[src/rtl/axi_interconnect_pkg.sv]
// Shared defaults for the AXI interconnect address channel and the layout of
// one order-FIFO entry ({mst_idx, len}). The default build uses fixed-priority
// arbitration. Defining SA_XADDR_RR_EN at compile time selects round-robin.
package axi_interconnect_pkg;

  localparam int unsigned MST_AMT_DEF           = 2;
  localparam int unsigned OUTSTANDING_AMT_DEF   = 8;
  localparam int unsigned ADDR_WIDTH_DEF        = 32;
  localparam int unsigned TRANS_MST_ID_W_DEF    = 5;
  localparam int unsigned TRANS_BURST_W_DEF     = 2;
  localparam int unsigned TRANS_DATA_LEN_W_DEF  = 3;
  localparam int unsigned TRANS_DATA_SIZE_W_DEF = 3;
  localparam int unsigned MST_ID_W_DEF          = $clog2(MST_AMT_DEF);

  // Order-FIFO entry: which master owns the burst, and its AxLEN
  typedef struct packed {
    logic [MST_ID_W_DEF-1:0]         mst_idx;
    logic [TRANS_DATA_LEN_W_DEF-1:0] len;
  } order_entry_t;

endpackage

[src/rtl/fifo.sv]
// Synchronous FIFO with an occupancy counter and a show-ahead head output.
// Ports: clk/rst (async active-high), wr_valid_i/data_i push, rd_valid_i pop,
// data_o head entry, empty_o/full_o flags, counter_o occupancy.
// A push is ignored when the FIFO is full, and a pop is ignored when it is empty.
module fifo #(
  parameter int unsigned DATA_WIDTH = 8,
  parameter int unsigned FIFO_DEPTH = 8,
  parameter int unsigned CNT_W      = $clog2(FIFO_DEPTH) + 1
) (
  input  logic                  clk,
  input  logic                  rst,
  input  logic                  wr_valid_i,
  input  logic [DATA_WIDTH-1:0] data_i,
  input  logic                  rd_valid_i,
  output logic [DATA_WIDTH-1:0] data_o,
  output logic                  empty_o,
  output logic                  full_o,
  output logic [CNT_W-1:0]      counter_o
);

  localparam int unsigned PTR_W = (FIFO_DEPTH > 1) ? $clog2(FIFO_DEPTH) : 1;

  logic [DATA_WIDTH-1:0] mem_q [FIFO_DEPTH];
  logic [PTR_W-1:0]      wr_ptr_q, wr_ptr_d;
  logic [PTR_W-1:0]      rd_ptr_q, rd_ptr_d;
  logic [CNT_W-1:0]      cnt_q, cnt_d;
  logic                  push_c, pop_c;

  function automatic logic [PTR_W-1:0] ptr_inc(input logic [PTR_W-1:0] p);
    return (p == PTR_W'(FIFO_DEPTH - 1)) ? '0 : p + 1'b1;
  endfunction

  assign empty_o   = (cnt_q == '0);
  assign full_o    = (cnt_q == CNT_W'(FIFO_DEPTH));
  assign push_c    = wr_valid_i & ~full_o;
  assign pop_c     = rd_valid_i & ~empty_o;
  assign data_o    = mem_q[rd_ptr_q];
  assign counter_o = cnt_q;

  // Pointer and occupancy next state
  always_comb begin
    wr_ptr_d = wr_ptr_q;
    rd_ptr_d = rd_ptr_q;
    cnt_d    = cnt_q;
    if (push_c) wr_ptr_d = ptr_inc(wr_ptr_q);
    if (pop_c)  rd_ptr_d = ptr_inc(rd_ptr_q);
    case ({push_c, pop_c})
      2'b10:   cnt_d = cnt_q + 1'b1;
      2'b01:   cnt_d = cnt_q - 1'b1;
      default: cnt_d = cnt_q;
    endcase
  end

  always_ff @(posedge clk or posedge rst) begin
    if (rst) begin
      for (int i = 0; i < int'(FIFO_DEPTH); i++) mem_q[i] <= '0;
      wr_ptr_q <= '0;
      rd_ptr_q <= '0;
      cnt_q    <= '0;
    end else begin
      if (push_c) mem_q[wr_ptr_q] <= data_i;
      wr_ptr_q <= wr_ptr_d;
      rd_ptr_q <= rd_ptr_d;
      cnt_q    <= cnt_d;
    end
  end

endmodule

[src/rtl/sa_xaddr_channel.sv]
// Slave-side AXI address channel. It arbitrates MST_AMT dispatchers into one
// registered output stage. The order of accepted bursts is kept in a FIFO, so
// the data channel knows which master owns the current burst.
// Ports: ACLK_i/ARESET_i (async active-high); dsp_Ax*_i packed per master
// (master 0 in the LSBs) with dsp_AxREADY_o; s_Ax*_o/s_AxREADY_i to the slave;
// s_xVALID_i/s_xREADY_i data beats; sa_xDATA_mst_id_o head owner;
// sa_xDATA_disable_o no burst outstanding; sa_outst_ctn_o outstanding count.
// The default build uses fixed priority, where the lowest valid index wins.
// Defining SA_XADDR_RR_EN selects round-robin arbitration.
module sa_xaddr_channel
  import axi_interconnect_pkg::*;
#(
  parameter int unsigned MST_AMT           = MST_AMT_DEF,
  parameter int unsigned OUTSTANDING_AMT   = OUTSTANDING_AMT_DEF,
  parameter int unsigned OUTST_CTN_W       = $clog2(OUTSTANDING_AMT) + 1,
  parameter int unsigned ADDR_WIDTH        = ADDR_WIDTH_DEF,
  parameter int unsigned TRANS_MST_ID_W    = TRANS_MST_ID_W_DEF,
  parameter int unsigned TRANS_BURST_W     = TRANS_BURST_W_DEF,
  parameter int unsigned TRANS_DATA_LEN_W  = TRANS_DATA_LEN_W_DEF,
  parameter int unsigned TRANS_DATA_SIZE_W = TRANS_DATA_SIZE_W_DEF,
  parameter int unsigned MST_ID_W          = $clog2(MST_AMT)
) (
  input  logic                                   ACLK_i,
  input  logic                                   ARESET_i,
  input  logic [MST_AMT*TRANS_MST_ID_W-1:0]      dsp_AxID_i,
  input  logic [MST_AMT*ADDR_WIDTH-1:0]          dsp_AxADDR_i,
  input  logic [MST_AMT*TRANS_BURST_W-1:0]       dsp_AxBURST_i,
  input  logic [MST_AMT*TRANS_DATA_LEN_W-1:0]    dsp_AxLEN_i,
  input  logic [MST_AMT*TRANS_DATA_SIZE_W-1:0]   dsp_AxSIZE_i,
  input  logic [MST_AMT-1:0]                     dsp_AxVALID_i,
  output logic [MST_AMT-1:0]                     dsp_AxREADY_o,
  output logic [MST_ID_W+TRANS_MST_ID_W-1:0]     s_AxID_o,
  output logic [ADDR_WIDTH-1:0]                  s_AxADDR_o,
  output logic [TRANS_BURST_W-1:0]               s_AxBURST_o,
  output logic [TRANS_DATA_LEN_W-1:0]            s_AxLEN_o,
  output logic [TRANS_DATA_SIZE_W-1:0]           s_AxSIZE_o,
  output logic                                   s_AxVALID_o,
  input  logic                                   s_AxREADY_i,
  input  logic                                   s_xVALID_i,
  input  logic                                   s_xREADY_i,
  output logic [MST_ID_W-1:0]                    sa_xDATA_mst_id_o,
  output logic                                   sa_xDATA_disable_o,
  output logic [OUTST_CTN_W-1:0]                 sa_outst_ctn_o
);

  localparam int unsigned ENTRY_W = MST_ID_W + TRANS_DATA_LEN_W;

  logic                          stage_free_c, accept_c, fifo_full, fifo_empty;
  logic [MST_ID_W-1:0]           grant_idx_c;
  logic [TRANS_MST_ID_W-1:0]     id_c;
  logic [ADDR_WIDTH-1:0]         addr_c;
  logic [TRANS_BURST_W-1:0]      burst_c;
  logic [TRANS_DATA_LEN_W-1:0]   len_c;
  logic [TRANS_DATA_SIZE_W-1:0]  size_c;

  logic                                s_valid_q, s_valid_d;
  logic [MST_ID_W+TRANS_MST_ID_W-1:0]  s_id_q, s_id_d;
  logic [ADDR_WIDTH-1:0]               s_addr_q, s_addr_d;
  logic [TRANS_BURST_W-1:0]            s_burst_q, s_burst_d;
  logic [TRANS_DATA_LEN_W-1:0]         s_len_q, s_len_d;
  logic [TRANS_DATA_SIZE_W-1:0]        s_size_q, s_size_d;

  logic [TRANS_DATA_LEN_W-1:0]   beat_q, beat_d;
  logic                          beat_hs_c, pop_c;
  logic [ENTRY_W-1:0]            head_c;
  logic [MST_ID_W-1:0]           head_idx_c;
  logic [TRANS_DATA_LEN_W-1:0]   head_len_c;

  assign stage_free_c = ~s_valid_q | s_AxREADY_i;
  // Reset gates the accept path so that no handshake is seen while ARESET_i is high
  assign accept_c     = stage_free_c & (|dsp_AxVALID_i) & ~fifo_full & ~ARESET_i;

`ifdef SA_XADDR_RR_EN
  logic [MST_ID_W-1:0] rr_ptr_q, rr_ptr_d;
  logic [MST_AMT-1:0]  rot_valid_c;
  logic                found_c;

  // Rotate the requests so that the pointer position is checked first, then map back
  always_comb begin
    rot_valid_c = MST_AMT'({dsp_AxVALID_i, dsp_AxVALID_i} >> rr_ptr_q);
    grant_idx_c = '0;
    found_c     = 1'b0;
    for (int i = 0; i < int'(MST_AMT); i++) begin
      if (!found_c && rot_valid_c[i]) begin
        found_c     = 1'b1;
        grant_idx_c = MST_ID_W'((i + int'(rr_ptr_q)) % int'(MST_AMT));
      end
    end
  end

  // After a grant to master k, master k+1 gets the highest priority
  always_comb begin
    rr_ptr_d = rr_ptr_q;
    if (accept_c)
      rr_ptr_d = (grant_idx_c == MST_ID_W'(MST_AMT - 1)) ? '0 : grant_idx_c + 1'b1;
  end

  always_ff @(posedge ACLK_i or posedge ARESET_i) begin
    if (ARESET_i) rr_ptr_q <= '0;
    else          rr_ptr_q <= rr_ptr_d;
  end
`else
  // Fixed priority: the lowest-index valid master wins
  always_comb begin
    grant_idx_c = '0;
    for (int i = int'(MST_AMT) - 1; i >= 0; i--) begin
      if (dsp_AxVALID_i[i]) grant_idx_c = MST_ID_W'(i);
    end
  end
`endif

  // Select the granted master's fields
  always_comb begin
    id_c    = '0;
    addr_c  = '0;
    burst_c = '0;
    len_c   = '0;
    size_c  = '0;
    for (int i = 0; i < int'(MST_AMT); i++) begin
      if (grant_idx_c == MST_ID_W'(i)) begin
        id_c    = dsp_AxID_i[i*TRANS_MST_ID_W +: TRANS_MST_ID_W];
        addr_c  = dsp_AxADDR_i[i*ADDR_WIDTH +: ADDR_WIDTH];
        burst_c = dsp_AxBURST_i[i*TRANS_BURST_W +: TRANS_BURST_W];
        len_c   = dsp_AxLEN_i[i*TRANS_DATA_LEN_W +: TRANS_DATA_LEN_W];
        size_c  = dsp_AxSIZE_i[i*TRANS_DATA_SIZE_W +: TRANS_DATA_SIZE_W];
      end
    end
  end

  always_comb begin
    dsp_AxREADY_o = '0;
    if (accept_c) dsp_AxREADY_o = MST_AMT'(1) << grant_idx_c;
  end

  // Output stage: load on accept (even during a slave handshake), else drain on handshake
  always_comb begin
    s_valid_d = s_valid_q;
    s_id_d    = s_id_q;
    s_addr_d  = s_addr_q;
    s_burst_d = s_burst_q;
    s_len_d   = s_len_q;
    s_size_d  = s_size_q;
    if (accept_c) begin
      s_valid_d = 1'b1;
      s_id_d    = {grant_idx_c, id_c};
      s_addr_d  = addr_c;
      s_burst_d = burst_c;
      s_len_d   = len_c;
      s_size_d  = size_c;
    end else if (s_AxREADY_i) begin
      s_valid_d = 1'b0;
    end
  end

  // Beat counter walks the head burst, then wraps to zero on its last beat
  assign head_idx_c = head_c[ENTRY_W-1 -: MST_ID_W];
  assign head_len_c = head_c[TRANS_DATA_LEN_W-1:0];
  assign beat_hs_c  = s_xVALID_i & s_xREADY_i & ~fifo_empty;
  assign pop_c      = beat_hs_c & (beat_q == head_len_c);

  always_comb begin
    beat_d = beat_q;
    if (pop_c)          beat_d = '0;
    else if (beat_hs_c) beat_d = beat_q + 1'b1;
  end

  always_ff @(posedge ACLK_i or posedge ARESET_i) begin
    if (ARESET_i) begin
      s_valid_q <= 1'b0;
      s_id_q    <= '0;
      s_addr_q  <= '0;
      s_burst_q <= '0;
      s_len_q   <= '0;
      s_size_q  <= '0;
      beat_q    <= '0;
    end else begin
      s_valid_q <= s_valid_d;
      s_id_q    <= s_id_d;
      s_addr_q  <= s_addr_d;
      s_burst_q <= s_burst_d;
      s_len_q   <= s_len_d;
      s_size_q  <= s_size_d;
      beat_q    <= beat_d;
    end
  end

  fifo #(
    .DATA_WIDTH (ENTRY_W),
    .FIFO_DEPTH (OUTSTANDING_AMT),
    .CNT_W      (OUTST_CTN_W)
  ) u_order_fifo (
    .clk        (ACLK_i),
    .rst        (ARESET_i),
    .wr_valid_i (accept_c),
    .data_i     ({grant_idx_c, len_c}),
    .rd_valid_i (pop_c),
    .data_o     (head_c),
    .empty_o    (fifo_empty),
    .full_o     (fifo_full),
    .counter_o  (sa_outst_ctn_o)
  );

  assign s_AxVALID_o        = s_valid_q;
  assign s_AxID_o           = s_id_q;
  assign s_AxADDR_o         = s_addr_q;
  assign s_AxBURST_o        = s_burst_q;
  assign s_AxLEN_o          = s_len_q;
  assign s_AxSIZE_o         = s_size_q;
  assign sa_xDATA_mst_id_o  = head_idx_c;
  assign sa_xDATA_disable_o = fifo_empty;

endmodule

[config.mk]
export PLATFORM = sky130hd
export DESIGN_NAME = sa_xaddr_channel
export DESIGN_NICKNAME = d
export VERILOG_FILES = /design/src/rtl/axi_interconnect_pkg.sv /design/src/rtl/fifo.sv /design/src/rtl/sa_xaddr_channel.sv
export SDC_FILE = /design/constraint.sdc
export NUM_CORES = 1
export LEC_CHECK = 0
export CAP_MARGIN = 25
export CELL_PAD_IN_SITES_DETAIL_PLACEMENT = 1
export CELL_PAD_IN_SITES_GLOBAL_PLACEMENT = 1
export CORE_ASPECT_RATIO = 1.25
export CORE_MARGIN = 2
export CORE_UTILIZATION = 30
export CTS_CLUSTER_SIZE = 20
export DETAILED_ROUTE_END_ITERATION = 16
export GPL_TIMING_DRIVEN = 0
export PLACE_DENSITY = 0.85
export SKIP_CTS_REPAIR_TIMING = 1
export SLEW_MARGIN = 10
export SYNTH_ARGS = -nofsm -noshare
export SYNTH_HDL_FRONTEND = slang
export SYNTH_SLANG_ARGS = --single-unit
[constraint.sdc]
create_clock -name ACLK_i -period 3.9 [get_ports ACLK_i]
set_input_delay 0.78 -clock ACLK_i [delete_from_list [all_inputs] [get_ports ACLK_i]]
set_output_delay 0.78 -clock ACLK_i [all_outputs]
set_load 0.03 [all_outputs]
; Word level (Yosys, flattened, before mapping)
; Index checks and enable logic that the tools add are counted.
[totals]
in_bits = 97
out_inout_bits = 55
regBits = 92
elab_cells = 75
[op_classes]
eq_ne = 6
bitwise = 15
reduce_logical = 6
shift = 1
addsub = 5
n_lt_le_gt_ge = 3
mux = 21
[op_table]
columns = cell, n
row1 = bitwise mux 32 bit, 1
row2 = two-way mux 32 bit, 1
row3 = two-way mux 3 bit, 6
row4 = binary-select mux 4 bit (select 3 bit), 1
row5 = demux 4 bit (select 3 bit), 1
row6 = two-way mux 4 bit, 3
row7 = "adder 3 x 1 -> 3 bit, second input constant", 3
row8 = AND 1 bit, 8
row9 = ">= comparator 4 bit, second input constant", 2
row10 = NOT 3 -> 4 bit, 2
row11 = one-hot mux 4 bit (2 select lines), 1
row12 = "equality test 3 bit, second input constant", 2
row13 = nonzero test 2 bit, 3
row14 = two-way mux 5 bit, 1
row15 = "adder 4 x 1 -> 4 bit, second input constant", 1
row16 = "equality test 4 bit, second input constant", 1
row17 = logical NOT 4 bit, 1
row18 = "< comparator 4 x 1 -> 1 bit, second input constant", 1
row19 = two-way mux 1 bit, 4
row20 = two-way mux 2 bit, 2
row21 = NOT 1 bit, 4
row22 = "subtractor 4 x 1 -> 4 bit, second input constant", 1
row23 = equality test 3 bit, 1
row24 = "equality test 2 x 1 -> 1 bit, second input constant", 1
row25 = other kinds (5), 5

; Longest topological paths before layout
[logic_depth]
ltp_word = 9
ltp_mapped = 13
mapped_depth_nobuf = 11

; Cells and area by module
; From an unflattened synthesis, not the netlist that was laid out.
[hier_totals]
hier_cells = 338
area_unflattened_um2 = 4596.9
[modules_own_cells]
columns = mod, seq_area_each_um2, area_each_um2, instances, cells_per_inst
row1 = sa_xaddr_channel, 1251.2, 2439.8, 1, 193
row2 = fifo, 1051.0, 2157.1, 1, 145

; Least setup slack after synthesis
; Ideal clock, no wire load.
[synth_path]
path_kind = flip-flop to flip-flop
from = reg u_order_fifo.rd_ptr_q[0]
to = reg u_order_fifo.cnt_q[3], in the netlist u_order_fifo.counter_o[3]
arrival_time_ns = 2.956
required_ns = 3.761
path_slack_ns = 0.805
stages_incl_launch_ff = 14
cell_sequence = dfrtp_1 clkbuf_2 buf_4 mux2i_1 mux4_2 xnor2_1 nor4_4 ha_1 ha_1 a21o_1 a21oi_1 xnor2_1 nor2_1 xor2_1
[synth_via]
elab_chain_len = 9
word_cells_on_any_way = 11
cone_classes = eq/ne (3) / mux (4) / bitwise (3) / reduce/logical (1)
[synth_lines]
columns = item, line_no
row1 = "start, declared", fifo.sv:25  ; logic [PTR_W-1:0] rd_ptr_q, rd_ptr_d;
row2 = "start signal, assigned", fifo.sv:63  ; rd_ptr_q <= rd_ptr_d;
row3 = NOT 3 -> 4 bit (implied by the code) (*), fifo.sv:37  ; assign data_o = mem_q[rd_ptr_q];
row4 = binary-select mux 4 bit (select 3 bit) (*), fifo.sv:37
row5 = two-way mux 4 bit (implied by the code) (*) (2 in series), fifo.sv:37
row6 = equality test 3 bit (*), sa_xaddr_channel.sv:159  ; assign pop_c = beat_hs_c & (beat_q == head_len_c);
row7 = AND 1 bit (*), sa_xaddr_channel.sv:159
row8 = AND 1 bit (*), fifo.sv:36  ; assign pop_c = rd_valid_i & ~empty_o;
row9 = via u_order_fifo.pop_c, fifo.sv:27  ; logic push_c, pop_c;
row10 = equality test 2 x 1 -> 1 bit or equality test 2 bit (tied branches), fifo.sv:47  ; case ({push_c, pop_c})
row11 = one-hot mux 4 bit (2 select lines) or nonzero test 2 bit (tied branches), n/a
row12 = "end signal, assigned", fifo.sv:64  ; cnt_q <= cnt_d;
row13 = "end, declared", fifo.sv:26  ; logic [CNT_W-1:0] cnt_q, cnt_d;
; Mark *: on every way through the listed nets, which the timed path passes. The rest lies on a longest branch. The select of a mux whose other input is x is not followed.
; A chain may end at the register's enable or synchronous reset.

; Worst setup path after layout
[layout_path]
from = in ARESET_i
to = out dsp_AxREADY_o[1]
[layout_via]
elab_chain_len = 3
[layout_lines]
columns = item, line_no
row1 = "start, declared", sa_xaddr_channel.sv:24  ; input logic ARESET_i,
row2 = NOT 1 bit, sa_xaddr_channel.sv:71  ; assign accept_c = stage_free_c & (|dsp_AxVALID_i) & ~fifo_full & ~ARESET_i;
row3 = AND 1 bit, sa_xaddr_channel.sv:71
row4 = two-way mux 2 bit, sa_xaddr_channel.sv:132  ; if (accept_c) dsp_AxREADY_o = MST_AMT'(1) << grant_idx_c;
row5 = "end, declared", sa_xaddr_channel.sv:31  ; output logic [MST_AMT-1:0] dsp_AxREADY_o,
; No other way between the ends.

==> results.md <==
- Status: complete, no violations
- CTS HTree Levels: 3
- Routed wl met2: 7670 microns
- Crit share post-route: between 90 and 100%
- Routed vias/inst: roughly 4.9
- Fin util: approximately 45%
- Yosys cell types: 34
- Final min period: roughly 3.6 ns
- Skew final: about 0.0051 ns
- Iteration count of the initial detailed-routing pass: 4
- Routed WL per cell: between 15 and 20 microns
- Inserted Diodes: 0
- Post-place instance area: ~6100 sq um
- Vias in the first global route: around 4600
- Final number of setup-violating endpoints: 0
- Total negative slack: 0 ns
- FF+latch count, synth: 92
- Core area: between 10000 and 15000 sq um
- Clock Sinks: just over 90
- YS warnings: 0
- First-pass GRT wire length: around 23000 microns
- Crit path max-delay cell type: clkdlybuf4s50_1
- Syn Nets: 553
- Commonest non-fill, non-tap cell in the layout: clkdlybuf4s50_1
- CTS max path bufs: 2
- Cells after DPL: between 700 and 800
- Leak pwr: 2.72 nW
- FMAX: ~280 MHz
- Slew headroom: 39.5%
- Die area: ~15000 sq um
- Area Overhead vs Synth: 48.7%
- CTS root buf: clkbuf_16
- Fin nets: slightly above 700
- RSZ-0062 raised after global routing: no
- Cell mode on critical path: clkdlybuf4s50_1
- Met3 wire length: about 800 microns
- Max Slew Vio Count: 0
- Post-DP HPWL: 10500 microns
- Top delay family on crit path: buffers and inverters
- Required @ worst endpoint: 3.12 ns
- Post-synth EDFFs: 0
- Metal-1 WL: slightly above 5000 microns
- Crit-path max FO: 10
- Clk pwr share: a little over a fifth
- Clock transition at the registers of the reported paths: ~0.060 ns
- Fin cells: approximately 800
- Design internal power: roughly 2.8 mW
- Max incr delay on CP: 0.72 ns
- Residual DRC: 0
- # fillers: 1658
- Num CTS Buffers: 9
- Largest net degree at the start of global routing: 55
- GRT Resource Usage Total: about a fifth
- RePlAce Congestion: roughly 0.83
- Startpoint Class: primary input
- Slew at the pin closest to its max-slew limit: 0.883 ns
- CTS tree: done
- Hold Crit Class: flip-flop to flip-flop
- Layout cell share with drive strength beyond 1: under 10%
- Flop pwr share: ~35%
- Total power: between 4 and 5 mW
- Final Hold Viols: 0
- Total Wirelength: 14000 microns
- Most frequent cells in the layout: clkdlybuf4s50_1, nand2_1, dfrtp_1, nor2_1, a31oi_1
- Syn Inst Count: approximately 450
- Sequential area share after synthesis: 53.3%
- DRT iter0 DRCs: around 140
- Antenna violations before repair: 0
- Max-cap violations: 0
- Top Layer Used: met4
- Top FF cell, synth: dfrtp_1
- Switching Share: about two fifths
- CP Cell Sequence: clkdlybuf4s50_1 -> a2111oi_4 -> buf_4 -> inv_2 -> nor2_1 -> clkdlybuf4s50_1
- Buffers added on ports: between 150 and 200
- Power Density: about 700 nW/um^2
- Row cnt: between 40 and 50
- Critical path class: primary input to primary output
- Mapped Area: 4320 sq um
- Peak VDD IR: around 0.32 mV
- ANT nets after route: 0
- Sw power: 1.77 mW
- Die Width: 111 microns
- Design Area, Final: ~6400 sq um
- Arrival @ worst endpoint: about 2.9 ns
- Gate power share: 44.6%
- Worst setup EP type: primary output
- Die Y: 138 microns
- Syn_area_per_cell: roughly 9.7 sq um
- Total grt overflow: 0
- Vias: ~3900
- Starting Density: 30.4%
- Io pins: ~150
- Bufs and invs on worst path: 4
- Async set-or-reset flop fraction in the synthesized netlist: 100%
- Clk_lat worst skew: between 0.3 and 0.4 ns
-- metrics by stage --
stage          hold slack, ns  setup WS (ns)
4_1_cts                 0.489         -0.493
3_5_place_dp            0.471         -0.485
2_1_floorplan           0.445          0.728
6_report                0.487          0.274
3_3_place_gp            0.459         -0.723
5_1_grt                 0.516          0.129
-- metal layers --
metal,vias to the layer above,GRT usage [%]
met5,-,0
met4,0,7.99
met3,33,5.04
met1,1911,20.1
met2,132,34.4
li1,1849,-
-- tightest hold or removal path, delay by kind of cell (launching register included) --
| family | cells | cell delay, ns |
|---|---|---|
| AO/OA/AOI/OAI | 1 | 0.06 |
| flip-flops | 1 | 0.34 |
| AND/OR/NAND/NOR | 1 | 0.05 |
-- state kept, by name (all words and copies together) (netlist names), 2 cells and up --
register                cells
s_AxID_o                    6
s_AxSIZE_o                  3
s_AxBURST_o                 2
beat_q                      3
u_order_fifo.counter_o      4
u_order_fifo.mem_q         32
u_order_fifo.wr_ptr_q       3
s_AxADDR_o                 32
u_order_fifo.rd_ptr_q       3
s_AxLEN_o                   3
-- synth_stat cells (2+ instances only) --
library cell	n	share of area [%]
xnor2_1	5	1.0
nand2_1	115	10
dfrtp_1	92	53
nor2_1	61	5.3
nand4b_1	2	0.41
nor2b_1	2	0.29
nand2b_1	3	0.43
xor2_1	3	0.61
mux4_2	5	2.6
a31oi_1	42	6.1
ha_1	8	2.3
nand3_1	2	0.23
nor3_1	2	0.23
mux2_1	4	1.0
a21o_1	3	0.52
o21ai_0	22	2.5
mux2_2	4	1.0
nor4_4	2	0.98
buf_1	7	0.61
nor4b_4	2	1.1
inv_1	5	0.43
a21oi_1	13	1.5
clkbuf_1	17	1.5
mux2i_1	16	3.7
-- cell families (layout without fill, tap and decap cells) --
kind of cell | Yosys count | in the layout | synth area share (%)
simple gates | 195 | 195 | 19.7
flops | 92 | 92 | 53.3
compound gates | 81 | 81 | 11.3
buf+inv | 33 | 203 | 3.01
mux | 29 | 29 | 8.39
fa+ha+maj | 9 | 9 | 2.78
xor+xnor | 8 | 8 | 1.62
-- final timing paths --
check	from	to	slack [ns]	cells after the start
worst max-delay path	ARESET_i	dsp_AxREADY_o[1]	0.27	6
worst min-delay path	s_AxLEN_o[1]$_DFFE_PP0P_	s_AxLEN_o[1]$_DFFE_PP0P_	0.49	2
worst max register to register	u_order_fifo.rd_ptr_q[0]$_DFFE_PP0P_	u_order_fifo.counter_o[3]$_DFFE_PP0P_	0.44	13
worst min register to register	s_AxLEN_o[1]$_DFFE_PP0P_	s_AxLEN_o[1]$_DFFE_PP0P_	0.49	2
max in group asynchronous	ARESET_i	u_order_fifo.mem_q[15]$_DFFE_PP0P_	2.34	3
min in group asynchronous	ARESET_i	s_AxID_o[0]$_DFFE_PP0P_	0.91	2
-- power groups by stage --
stage                     logic [mW]  registers [mW]  clock network, mW
after floorplan                0.913            1.90                  0
after global placement          1.95            1.56                  0
after detailed placement        2.04            1.60                  0
after CTS                       2.07            1.59              0.972
after global routing            2.21            1.63               1.01
final                           2.04            1.58              0.954
-- final cells by class --
class	count	area [sq um]	share of cell area [%]
Inverter	6	25.0	0.389
Clock buffer	12	246	3.84
Multi-Input combinational cell	322	1890	29.4
Buffer	27	110	1.71
Timing Repair Buffer	154	1560	24.2
Tap cell	178	223	3.47
Sequential cell	92	2300	35.8
Clock inverter	4	72.6	1.13
Note: power is estimated with default switching activity, not from simulation.
